**src/rtl/adder_test_pkg.sv**
```systemverilog
`default_nettype none
// ============================================================================
// adder_test_pkg : shared state encoding and default widths for the sweep test
// Revision: 1.0
// ============================================================================
package adder_test_pkg;

  localparam int ERR_COUNT_WIDTH      = 16;
  localparam int DEFAULT_ADDR_WIDTH   = 8;
  localparam int DEFAULT_DATA_WIDTH   = 9;
  localparam int DEFAULT_READ_LATENCY = 1;

  typedef enum logic [1:0] {
    ST_IDLE  = 2'd0,
    ST_RUN   = 2'd1,
    ST_DRAIN = 2'd2,
    ST_DONE  = 2'd3
  } sweep_state_e;

  // One extra stage so the compare sees the entry after the adder's own latency.
  function automatic int expect_pipe_depth(input int read_latency);
    return read_latency + 1;
  endfunction

endpackage
`default_nettype wire

```
**src/rtl/sweep_expect_pipe.sv**
```systemverilog
`default_nettype none
// ============================================================================
// sweep_expect_pipe : delay line carrying {valid, a, b, expected} per pair
// Revision: 1.0
// ============================================================================
module sweep_expect_pipe #(
  parameter int DEPTH = 2,
  parameter int WIDTH = 25
) (
  input  logic             clk,
  input  logic             reset,
  input  logic             valid_i,
  input  logic [WIDTH-1:0] data_i,
  output logic [DEPTH-1:0] stage_valid_o,
  output logic             valid_o,
  output logic [WIDTH-1:0] data_o
);

  logic             valid_q [DEPTH];
  logic [WIDTH-1:0] data_q  [DEPTH];

  for (genvar i = 0; i < DEPTH; i++) begin : g_stage
    logic             valid_d;
    logic [WIDTH-1:0] data_d;

    if (i == 0) begin : g_head
      assign valid_d = valid_i;
      assign data_d  = data_i;
    end else begin : g_tail
      assign valid_d = valid_q[i-1];
      assign data_d  = data_q[i-1];
    end

    always_ff @(posedge clk) begin
      if (reset) begin
        valid_q[i] <= 1'b0;
      end else begin
        valid_q[i] <= valid_d;
      end
    end

    // Payload is qualified by the valid bit, so it needs no reset.
    always_ff @(posedge clk) begin
      data_q[i] <= data_d;
    end

    assign stage_valid_o[i] = valid_q[i];
  end

  assign valid_o = valid_q[DEPTH-1];
  assign data_o  = data_q[DEPTH-1];

endmodule
`default_nettype wire

```
**src/rtl/adder_sweep_sequencer.sv**
```systemverilog
`default_nettype none
// ============================================================================
// adder_sweep_sequencer : exhaustive a/b sweep of an external adder with checks
// Revision: 1.0
// ============================================================================
module adder_sweep_sequencer
  import adder_test_pkg::*;
#(
  parameter int ADDR_WIDTH   = DEFAULT_ADDR_WIDTH,
  parameter int DATA_WIDTH   = DEFAULT_DATA_WIDTH,
  parameter int READ_LATENCY = DEFAULT_READ_LATENCY
) (
  input  logic                       clk,
  input  logic                       reset,
  input  logic                       start,
  output logic [ADDR_WIDTH-1:0]      a,
  output logic [ADDR_WIDTH-1:0]      b,
  input  logic [DATA_WIDTH-1:0]      sum,
  output logic                       busy,
  output logic                       done,
  output logic                       pass,
  output logic [ERR_COUNT_WIDTH-1:0] err_count,
  output logic [ADDR_WIDTH-1:0]      first_err_a,
  output logic [ADDR_WIDTH-1:0]      first_err_b
);

  localparam int DEPTH  = expect_pipe_depth(READ_LATENCY);
  localparam int PIPE_W = 2 * ADDR_WIDTH + DATA_WIDTH;

  localparam logic [ADDR_WIDTH-1:0]      OPND_MAX   = '1;
  localparam logic [ERR_COUNT_WIDTH-1:0] ERR_SAT    = '1;
  localparam logic [DEPTH-1:0]           LAST_STAGE = DEPTH'(1) << (DEPTH - 1);

  sweep_state_e                state_q, state_d;
  logic [ADDR_WIDTH-1:0]       a_q, a_d;
  logic [ADDR_WIDTH-1:0]       b_q, b_d;
  logic [ADDR_WIDTH-1:0]       fa_q, fa_d;
  logic [ADDR_WIDTH-1:0]       fb_q, fb_d;
  logic [ERR_COUNT_WIDTH-1:0]  err_q, err_d;

  logic                        push;
  logic [PIPE_W-1:0]           push_data;
  logic [DEPTH-1:0]            stage_valid;
  logic                        chk_valid;
  logic [PIPE_W-1:0]           chk_data;
  logic [ADDR_WIDTH-1:0]       chk_a;
  logic [ADDR_WIDTH-1:0]       chk_b;
  logic [DATA_WIDTH-1:0]       chk_exp;
  logic                        upstream_empty;
  logic                        mismatch;
  logic                        last_pair;

  assign push_data = {a_d, b_d, DATA_WIDTH'(a_d) + DATA_WIDTH'(b_d)};

  sweep_expect_pipe #(
    .DEPTH (DEPTH),
    .WIDTH (PIPE_W)
  ) u_expect_pipe (
    .clk           (clk),
    .reset         (reset),
    .valid_i       (push),
    .data_i        (push_data),
    .stage_valid_o (stage_valid),
    .valid_o       (chk_valid),
    .data_o        (chk_data)
  );

  assign {chk_a, chk_b, chk_exp} = chk_data;
  assign mismatch       = chk_valid && (sum != chk_exp);
  assign last_pair      = (a_q == OPND_MAX) && (b_q == OPND_MAX);
  // Only the last stage may still be occupied: it is compared on this edge.
  assign upstream_empty = ((stage_valid & ~LAST_STAGE) == '0);

  always_comb begin
    state_d = state_q;
    a_d     = a_q;
    b_d     = b_q;
    fa_d    = fa_q;
    fb_d    = fb_q;
    err_d   = err_q;
    push    = 1'b0;

    if (mismatch) begin
      if (err_q != ERR_SAT) begin
        err_d = err_q + ERR_COUNT_WIDTH'(1);
      end
      if (err_q == '0) begin
        fa_d = chk_a;
        fb_d = chk_b;
      end
    end

    case (state_q)
      ST_IDLE, ST_DONE: begin
        if (start) begin
          state_d = ST_RUN;
          a_d     = '0;
          b_d     = '0;
          fa_d    = '0;
          fb_d    = '0;
          err_d   = '0;
          push    = 1'b1;
        end
      end
      ST_RUN: begin
        if (last_pair) begin
          state_d = upstream_empty ? ST_DONE : ST_DRAIN;
        end else begin
          push = 1'b1;
          b_d  = b_q + ADDR_WIDTH'(1);
          if (b_q == OPND_MAX) begin
            a_d = a_q + ADDR_WIDTH'(1);
          end
        end
      end
      ST_DRAIN: begin
        if (upstream_empty) begin
          state_d = ST_DONE;
        end
      end
      default: begin
        state_d = ST_IDLE;
      end
    endcase
  end

  always_ff @(posedge clk) begin
    if (reset) begin
      state_q <= ST_IDLE;
      a_q     <= '0;
      b_q     <= '0;
      fa_q    <= '0;
      fb_q    <= '0;
      err_q   <= '0;
    end else begin
      state_q <= state_d;
      a_q     <= a_d;
      b_q     <= b_d;
      fa_q    <= fa_d;
      fb_q    <= fb_d;
      err_q   <= err_d;
    end
  end

  assign a           = a_q;
  assign b           = b_q;
  assign first_err_a = fa_q;
  assign first_err_b = fb_q;
  assign err_count   = err_q;
  assign busy        = (state_q == ST_RUN) || (state_q == ST_DRAIN);
  assign done        = (state_q == ST_DONE);
  assign pass        = done && (err_q == '0);

endmodule
`default_nettype wire
```
**config.mk**
```make
export PLATFORM = sky130hd
export DESIGN_NAME = adder_sweep_sequencer
export DESIGN_NICKNAME = d
export VERILOG_FILES = /design/src/rtl/adder_test_pkg.sv /design/src/rtl/sweep_expect_pipe.sv /design/src/rtl/adder_sweep_sequencer.sv
export SDC_FILE = /design/constraint.sdc
export NUM_CORES = 1
export LEC_CHECK = 0
export ABC_AREA = 1
export BUFFER_PORTS_ARGS = -buffer_cell sky130_fd_sc_hd__clkbuf_2
export CORE_ASPECT_RATIO = 1.25
export CORE_MARGIN = 5
export CORE_UTILIZATION = 38
export DETAILED_ROUTE_END_ITERATION = 16
export GPL_ROUTABILITY_DRIVEN = 0
export MAX_ROUTING_LAYER = met4
export SETUP_SLACK_MARGIN = 0.2
export SYNTH_ARGS = -nofsm -noshare
export SYNTH_HDL_FRONTEND = slang
export SYNTH_SLANG_ARGS = --single-unit
```
**constraint.sdc**
```tcl
create_clock -name clk -period 2.8 [get_ports clk]
set_input_delay 0.28 -clock clk [delete_from_list [all_inputs] [get_ports clk]]
set_output_delay 0.28 -clock clk [all_outputs]
set_load 0.1 [all_outputs]
```
==> metrics.txt, run 1 <==
mean area per synthesized cell 7.46 um2; Max Cap Viol 0; Layout area overhead 24.0%; layout net count about 720; vias roughly 4000; fin cells 857; die area 14300 um2; detailed-route wire length per cell 12.5 um; final hold slack ~300 ps; DP Area a little over 5000 um2; status finished, final reports clean; sequential area share after synthesis 44.8%; Critical Path RT between 3000 and 4000 ps; DRT antenna net count 0; Yosys cell types 36; FMAX 384 MHz; grt total ovfl 0; Most used DFF post-synth dfxtp_1; Ys Warns 0; CTS clk-pin slew, worst paths 70 ps; share of cells above drive strength 1 24.7%; most frequent cells in the layout nand2_1, nor2_1, dfxtp_1; Die Span X 108 um; Core Rows 44; fin. max-slew vios 0; pin count of the biggest net entering global routing 33; unrepaired setup endpoints after global routing true; iteration-0 DRC count of the detailed router 164; Pleak 2.78 nW; PwrDens 812 nW/um2; hold crit path type in -> reg; drt pass-1 iters 4; worst slew pin tran 630 ps; commonest non-fill, non-tap cell in the layout nand2_1; placed cells 827; CTS Buffer Depth 2; GR Util All Layers 15.6%; vias in the first global route 3784; final period utilization 92.9%; Detailed Place HPWL 7.99 mm; Die Height 132 um; final worst path period need 2600 ps; post-synthesis cell count between 600 and 700; setup_tns 0 ps; Via density 4.67; Fin. Hold Viols 0; Peak supply drop 0.000367 V; CP endpoint kind register; final core utilization between 40% and 50%; Ant. Diodes 0; syn_nets approximately 640; CP Launch Type register; Max-slew headroom a little under 60%; Core Box Area approximately 12000 um2; initial antenna violation count 0; Final setup viols 0; Final Cell Area 5660 um2; CTS tree built; Post-Syn Area 4560 um2; Starting Density 39.1%; Port-buffer cells 62; H-tree Lvls 3; asr flop ratio synth 0%; CTS Buf Count 9; Setup CP Type reg -> reg; post-synthesis register bit count 102; # DRC 0; clk root buf clkbuf_16; IO Pins between 60 and 70; worst-path maximum fanout 4; Skew-Pair Late Insertion Delay 340 ps; first-pass GRT wire length 17.8 mm; Num Clock Sinks 102; Setup Skew 7.54 ps; arrival time at the worst endpoint 2840 ps; routed wire length 10.7 mm; EDFF count, synth 0
[sequential cells by signal, summed over array words and instances (netlist names)]
signal / count
u_expect_pipe.data_q: 50
err_count: 16
a: 8
b: 8
first_err_a: 8
first_err_b: 8
state_q: 2
u_expect_pipe.valid_q: 2
[what timing repair did]
item                                    4_1_cts  5_1_grt
pin swaps                                     3        9
endpoints found under the setup margin        4        4
hold endpoints to repair                      0        0
hold buffers                                  0        0
gates resized for setup                       5       17
setup buffers                                 2       12
[synth_stat cells, drive strengths merged, types with 4 or more instances]
library cell / count / area share (%)
clkbuf: 5 / 0.41
ha: 15 / 4.1
nand2: 172 / 15
xnor2: 6 / 1.2
a21oi: 27 / 3.1
nand4: 16 / 2.2
nand3: 35 / 4.8
o211ai: 4 / 0.66
nor3: 8 / 1.6
o21ai: 19 / 2.1
inv: 80 / 6.6
xor2: 13 / 2.5
buf: 6 / 0.82
dfxtp: 102 / 45
nor2: 93 / 8.1
[metal layers]
| layer | part of all wire (%) | up-vias | routed length, um | global-route usage (%) |
|---|---|---|---|---|
| met4 | 2.8 | 0 | 299 | 7.44 |
| met2 | 47 | 103 | 4980 | 24.5 |
| met3 | 4.4 | 18 | 476 | 2.05 |
| li1 | - | 2076 | - | - |
| met5 | 0 | - | 0 | - |
| met1 | 46 | 1801 | 4950 | 19.8 |
[path summary, 6_finish.rpt]
path	startpoint	to	slack, ps	depth (start not counted)
min	start	u_expect_pipe.valid_q[0]$_SDFF_PP0_	300	3
max	a[1]$_SDFF_PP0_	u_expect_pipe.data_q[0][8]$_DFF_P_	200	15
min reg2reg	u_expect_pipe.data_q[0][19]$_DFF_P_	u_expect_pipe.data_q[0][44]$_DFF_P_	330	0
max reg2reg	a[1]$_SDFF_PP0_	u_expect_pipe.data_q[0][8]$_DFF_P_	200	15
[logic make-up after synthesis]
logic type / share of synthesized area [%]
buffers and inverters: 8.04
XOR/XNOR: 3.65
flip-flops: 44.8
adder cells (fa/ha/maj): 4.55
AO/OA/AOI/OAI: 6.56
AND/OR/NAND/NOR: 32.4
[worst max-delay path, cell delays in order, from the launching register on]
cell	delay, ps
dfxtp_4	370
ha_4	160
nand3_4	120
nor3_4	260
nand3_2	170
o211ai_1	270
nand2_2	130
fa_2	400
nand3_2	70
nand2_2	60
nand2_1	60
nand2_1	60
a21oi_2	170
nor2_1	70
nand3_1	70
nand2_1	50
[layout make-up]
type	instances	area [um2]
Clock buffer	9	225
Timing Repair Buffer	80	445
Multi-Input combinational cell	416	2320
Sequential cell	102	2080
Inverter	82	325
Fill cell	1181	6020
Tap cell	161	201
Clock inverter	7	55.1
[power by group]
group | leakage (nW) | total (mW) | switching [mW] | internal [mW]
Sequential | 0.836 | 1.72 | 0.120 | 1.60
Clock | 0.140 | 1.18 | 0.562 | 0.616
Combinational | 1.80 | 1.70 | 1.27 | 0.426
[metrics by stage]
stage	setup slack (ps)	total power, mW
3_5_place_dp	108	3.34
2_1_floorplan	67.7	3.05
3_3_place_gp	183	3.31
5_1_grt	21.8	4.86
6_report	199	4.59
4_1_cts	203	4.54
No activity file was read; power rests on OpenSTA's default activity.
==> run 2: changes to the inputs <==
Settings changed: MAX_ROUTING_LAYER met4 to default.
==> metrics.txt, run 2 (synthesized netlist as in run 1, its figures left out) <==
DP Area 5180 um2; Critical Path RT ~3000 ps; status finished, final reports clean; Peak supply drop 0.000363 V; iteration-0 DRC count of the detailed router 155; initial antenna violation count 0; slowest CP cell dfxtp_4; Skew-Pair Late Insertion Delay 340 ps; Layout area overhead 23.8%; # DRC 0; Core Box Area 11700 um2; placed cells 827; fin. max-slew vios 0; PwrDens roughly 810 nW/um2; Switching Share 42.5%; arrival time at the worst endpoint around 2900 ps; Critical path buffers and inverters 1; grt total ovfl 0; Largest delay share family, worst path simple AND/OR/NAND/NOR gates; worst slew pin tran 630 ps; Final Cell Area 5650 um2; fin cells 858; cells on worst reg2reg path 13; commonest non-fill, non-tap cell in the layout nand2_1; Final setup viols 0; met1 usage 19.8%; Setup CP Type reg -> reg; critical path cell sequence ha_4 > nand3_4 > nor3_4 > nand3_2 > o211ai_1 > nand2_2 > buf_4 > ha_1 > nand3_1 > nand2_2 > nand4_1 > o211ai_1 > xor2_1; Largest register FFs 50; CP endpoint kind register; Power Internal 2.63 mW; Core Rows between 40 and 50; Worst path max stage delay 380 ps; Combinational Power Share 36.9%; FMAX between 300 and 400 MHz; most flop-heavy register u_expect_pipe.data_q; Starting Density 39.1%; Fin. Hold Viols 0; Die Height 132 um; H-tree Lvls 3; IO Pins between 60 and 70; first-pass GRT wire length 17.8 mm; WHS Path Cells 3; GR Util All Layers 15.2%; CTS clk-pin slew, worst paths 70 ps; M2 GR Usage 24.6%; Num Clock Sinks approximately 100; routed wire length 10.7 mm; Ant. Diodes 0; vias 4013; clk root buf clkbuf_16; CTS tree built; setup_tns 0 ps; sequential share of power 37.5%; drt pass-1 iters 4; CTS Buf Count 9; CP Depth 13; Port-buffer cells between 60 and 70; share of cells above drive strength 1 25.1%; met3 Use GR under 10%; Pleak 2.80 nW; vias in the first global route 3785; Clock power frac 25.6%; final worst path period need between 2000 and 3000 ps; hold crit path type in -> reg; die area 14300 um2; Setup Skew 7.83 ps; final core utilization 48.4%; worst-path maximum fanout 4; most frequent cells in the layout nand2_1, nor2_1, dfxtp_1; Max-slew headroom between 50% and 60%; CTS Buffer Depth 2; GR peak layer met2; Sw Pwr 1.95 mW; Via density 4.68; final period utilization around 94%; unrepaired setup endpoints after global routing true; CP Launch Type register; Die Span X roughly 110 um; final hold slack 302 ps; detailed-route wire length per cell 12.4 um; pin count of the biggest net entering global routing 33; layout net count 720; Detailed Place HPWL 7.99 mm; DRT antenna net count 0; Max Cap Viol 0
-- run 2: repair_timing --
action	CTS	global route
pin swaps	3	14
endpoints found under the setup margin	4	4
resized for setup	5	14
hold endpoints to repair	0	0
setup buffers	2	13
hold buffers	0	0
-- run 2: power groups by stage --
stage	sequential [mW]	combinational [mW]	clock, mW
floorplan	2.22	0.830	0
global placement	1.74	1.57	0
detailed placement	1.75	1.59	0
CTS	1.72	1.62	1.21
global route	1.74	1.84	1.28
finish	1.72	1.69	1.17
-- run 2: worst min-delay path, cell delays in order --
cell and delay (ps):
clkbuf_2 120, nand2_1 110, a211oi_1 70
-- run 2: through the flow --
stage                     power [mW]  worst slack (ps)
after detailed placement        3.34               108
final                           4.58               169
after global routing            4.85              4.10
after CTS                       4.54               203
after global placement          3.31               183
after floorplan                 3.05              67.7
-- run 2: layout make-up --
class | instances | area (um2)
clock inverter | 7 | 55.1
multi-input combinational | 416 | 2310
fill | 1185 | 6020
tap | 161 | 201
timing repair buffer | 81 | 453
inverter | 82 | 323
clock buffer | 9 | 225
sequential | 102 | 2080
-- run 2: final timing paths --
kind	to	from	slack (ps)
setup / recovery	u_expect_pipe.data_q[0][7]$_DFF_P_	a[1]$_SDFF_PP0_	170
hold / removal	u_expect_pipe.valid_q[0]$_SDFF_PP0_	start	300
setup reg to reg	u_expect_pipe.data_q[0][7]$_DFF_P_	a[1]$_SDFF_PP0_	170
hold reg to reg	u_expect_pipe.data_q[0][44]$_DFF_P_	u_expect_pipe.data_q[0][19]$_DFF_P_	330
-- run 2: metal layers --
metal	vias up	part of all wire [%]
li1	2081	-
met5	-	0
met1	1807	46
met3	24	4.4
met4	0	3.0
met2	101	47
==> run 3: changes to the inputs <==
Settings changed: CORE_ASPECT_RATIO 1.25 to default.
==> metrics.txt, run 3 (synthesized netlist as in run 1, its figures left out) <==
initial antenna violation count 0; Die Span X 120 um; worst-path maximum fanout 4; Core Box Area 11900 um2; arrival time at the worst endpoint 2790 ps; Worst path max stage delay 410 ps; CTS Buf Count 9; most frequent cells in the layout nand2_1, nor2_1, dfxtp_1; grt total ovfl 0; Die Height ~120 um; Num Clock Sinks 102; CTS Hold Bufs 0; Fin. Hold Viols 0; Starting Density 38.3%; Core Rows 40; Largest register FFs 50; CP Launch Point state_q[0]$_SDFFE_PP0P_; unrepaired setup endpoints after global routing true; Ant. Diodes 0; most flop-heavy register u_expect_pipe.data_q; Layout area overhead 25.2%; commonest non-fill, non-tap cell in the layout nand2_1; Setup CP Type reg -> reg; GR Util All Layers between 15 and 20%; filler instances about 1200; Max Cap Viol 0; hold crit path type in -> reg; final worst path period need roughly 2500 ps; DRT antenna net count 0; die area 14300 um2; critical path cell sequence inv_2 > ha_4 > clkinvlp_4 > nor2_4 > nor2_4 > o21ai_1 > o21ai_1 > inv_2 > ha_4 > fa_2 > nand3_2 > nand2_2 > nand2_1 > nand2_1 > a21oi_2 > nand3b_1 > nand2_1; Critical path buffers and inverters 3; setup_tns 0 ps; Critical R2R Launch state_q[0]$_SDFFE_PP0P_; Setup Skew approximately 10 ps; Peak supply drop 0.000313 V; IO Pins 63; vias about 4000; vias in the first global route 3782; CP endpoint kind register; CTS tree built; # DRC 0; pre-CTS setup slack 110 ps; crit-path most repeated cell nand2_1; Critical Path RT 3040 ps; Detailed Place HPWL 8.11 mm; iteration-0 DRC count of the detailed router between 200 and 300; Max-slew headroom between 60 and 70%; routed wire length 11.0 mm; CP Launch Type register; sequential cell area 2080 um2; status finished, final reports clean; fin. max-slew vios 0; Port-buffer cells 62; slowest CP cell fa_2; clk root buf clkbuf_16; final period utilization 91.0%; H-tree Lvls 3; post-route setup slack 252 ps; Skew-Pair Late Insertion Delay 340 ps; Final setup viols 0; worst slew pin tran 585 ps; Via density 4.69; FMAX between 300 and 400 MHz; CTS Buffer Depth 2; pin count of the biggest net entering global routing 33; hold_sp start; PwrDens 823 nW/um2; share of cells above drive strength 1 25.9%; layout net count 722; CTS clk-pin slew, worst paths 80 ps; multi-input logic area 2340 um2; first-pass GRT wire length 18.3 mm; detailed-route wire length per cell 13.0 um; Largest delay share family, worst path adder cells; Pleak about 2.8 nW; final core utilization 47.9%; drt pass-1 iters 4
-- run 3: cell count changes in the layout (fill, tap and decap cells not counted), sizes merged --
cell    previous run  this run
clkinv             4         6
inv               83        81
buf               19        21
-- run 3: through the flow --
step / std cells / total power, mW / hold slack (ps) / area [um2]
3_5_place_dp: 813 / 3.35 / 312 / 5170
4_1_cts: 834 / 4.63 / 258 / 5550
5_1_grt: 846 / 4.96 / 286 / 5710
2_1_floorplan: 611 / 3.05 / 310 / 4700
6_report: 846 / 4.70 / 274 / 5710
3_3_place_gp: 813 / 3.33 / 311 / 5170
-- run 3: area by class of cell --
cell class,instances,area share [%]
multi-input combinational,416,40.9
sequential,102,36.5
timing repair buffer,83,8.20
inverter,82,5.70
clock buffer,9,3.94
tap,147,3.22
clock inverter,7,1.51
-- run 3: final timing paths --
kind	to	slack (ps)	cells after the start
worst max-delay path	u_expect_pipe.data_q[0][6]$_DFF_P_	250	17
worst max register to register	u_expect_pipe.data_q[0][6]$_DFF_P_	250	17
worst min-delay path	u_expect_pipe.valid_q[0]$_SDFF_PP0_	270	3
worst min register to register	u_expect_pipe.data_q[0][37]$_DFF_P_	320	0
-- run 3: worst min-delay path: stages --
cell and delay [ps]:
clkbuf_2 120, nand2_1 90, a211oi_1 70
-- run 3: timing repair --
item	in CTS	in global routing
gates cloned	0	0
hold endpoints to repair	0	0
pin swaps	5	15
buffers inserted	5	12
endpoints found under the setup margin	4	4
gates resized for setup	8	21
-- run 3: routing by layer --
metal  global-route usage [%]  wire length [um]
met5                        0                 0
met4                     6.16               201
met3                     3.30               556
met2                     24.2              4920
met1                     21.3              5290
-- run 3: report_power, final --
part | switching, mW | leakage [nW] | total, mW | internal (mW)
logic | 1.30 | 1.82 | 1.73 | 0.434
registers | 0.115 | 0.836 | 1.71 | 1.59
clock network | 0.614 | 0.150 | 1.25 | 0.639
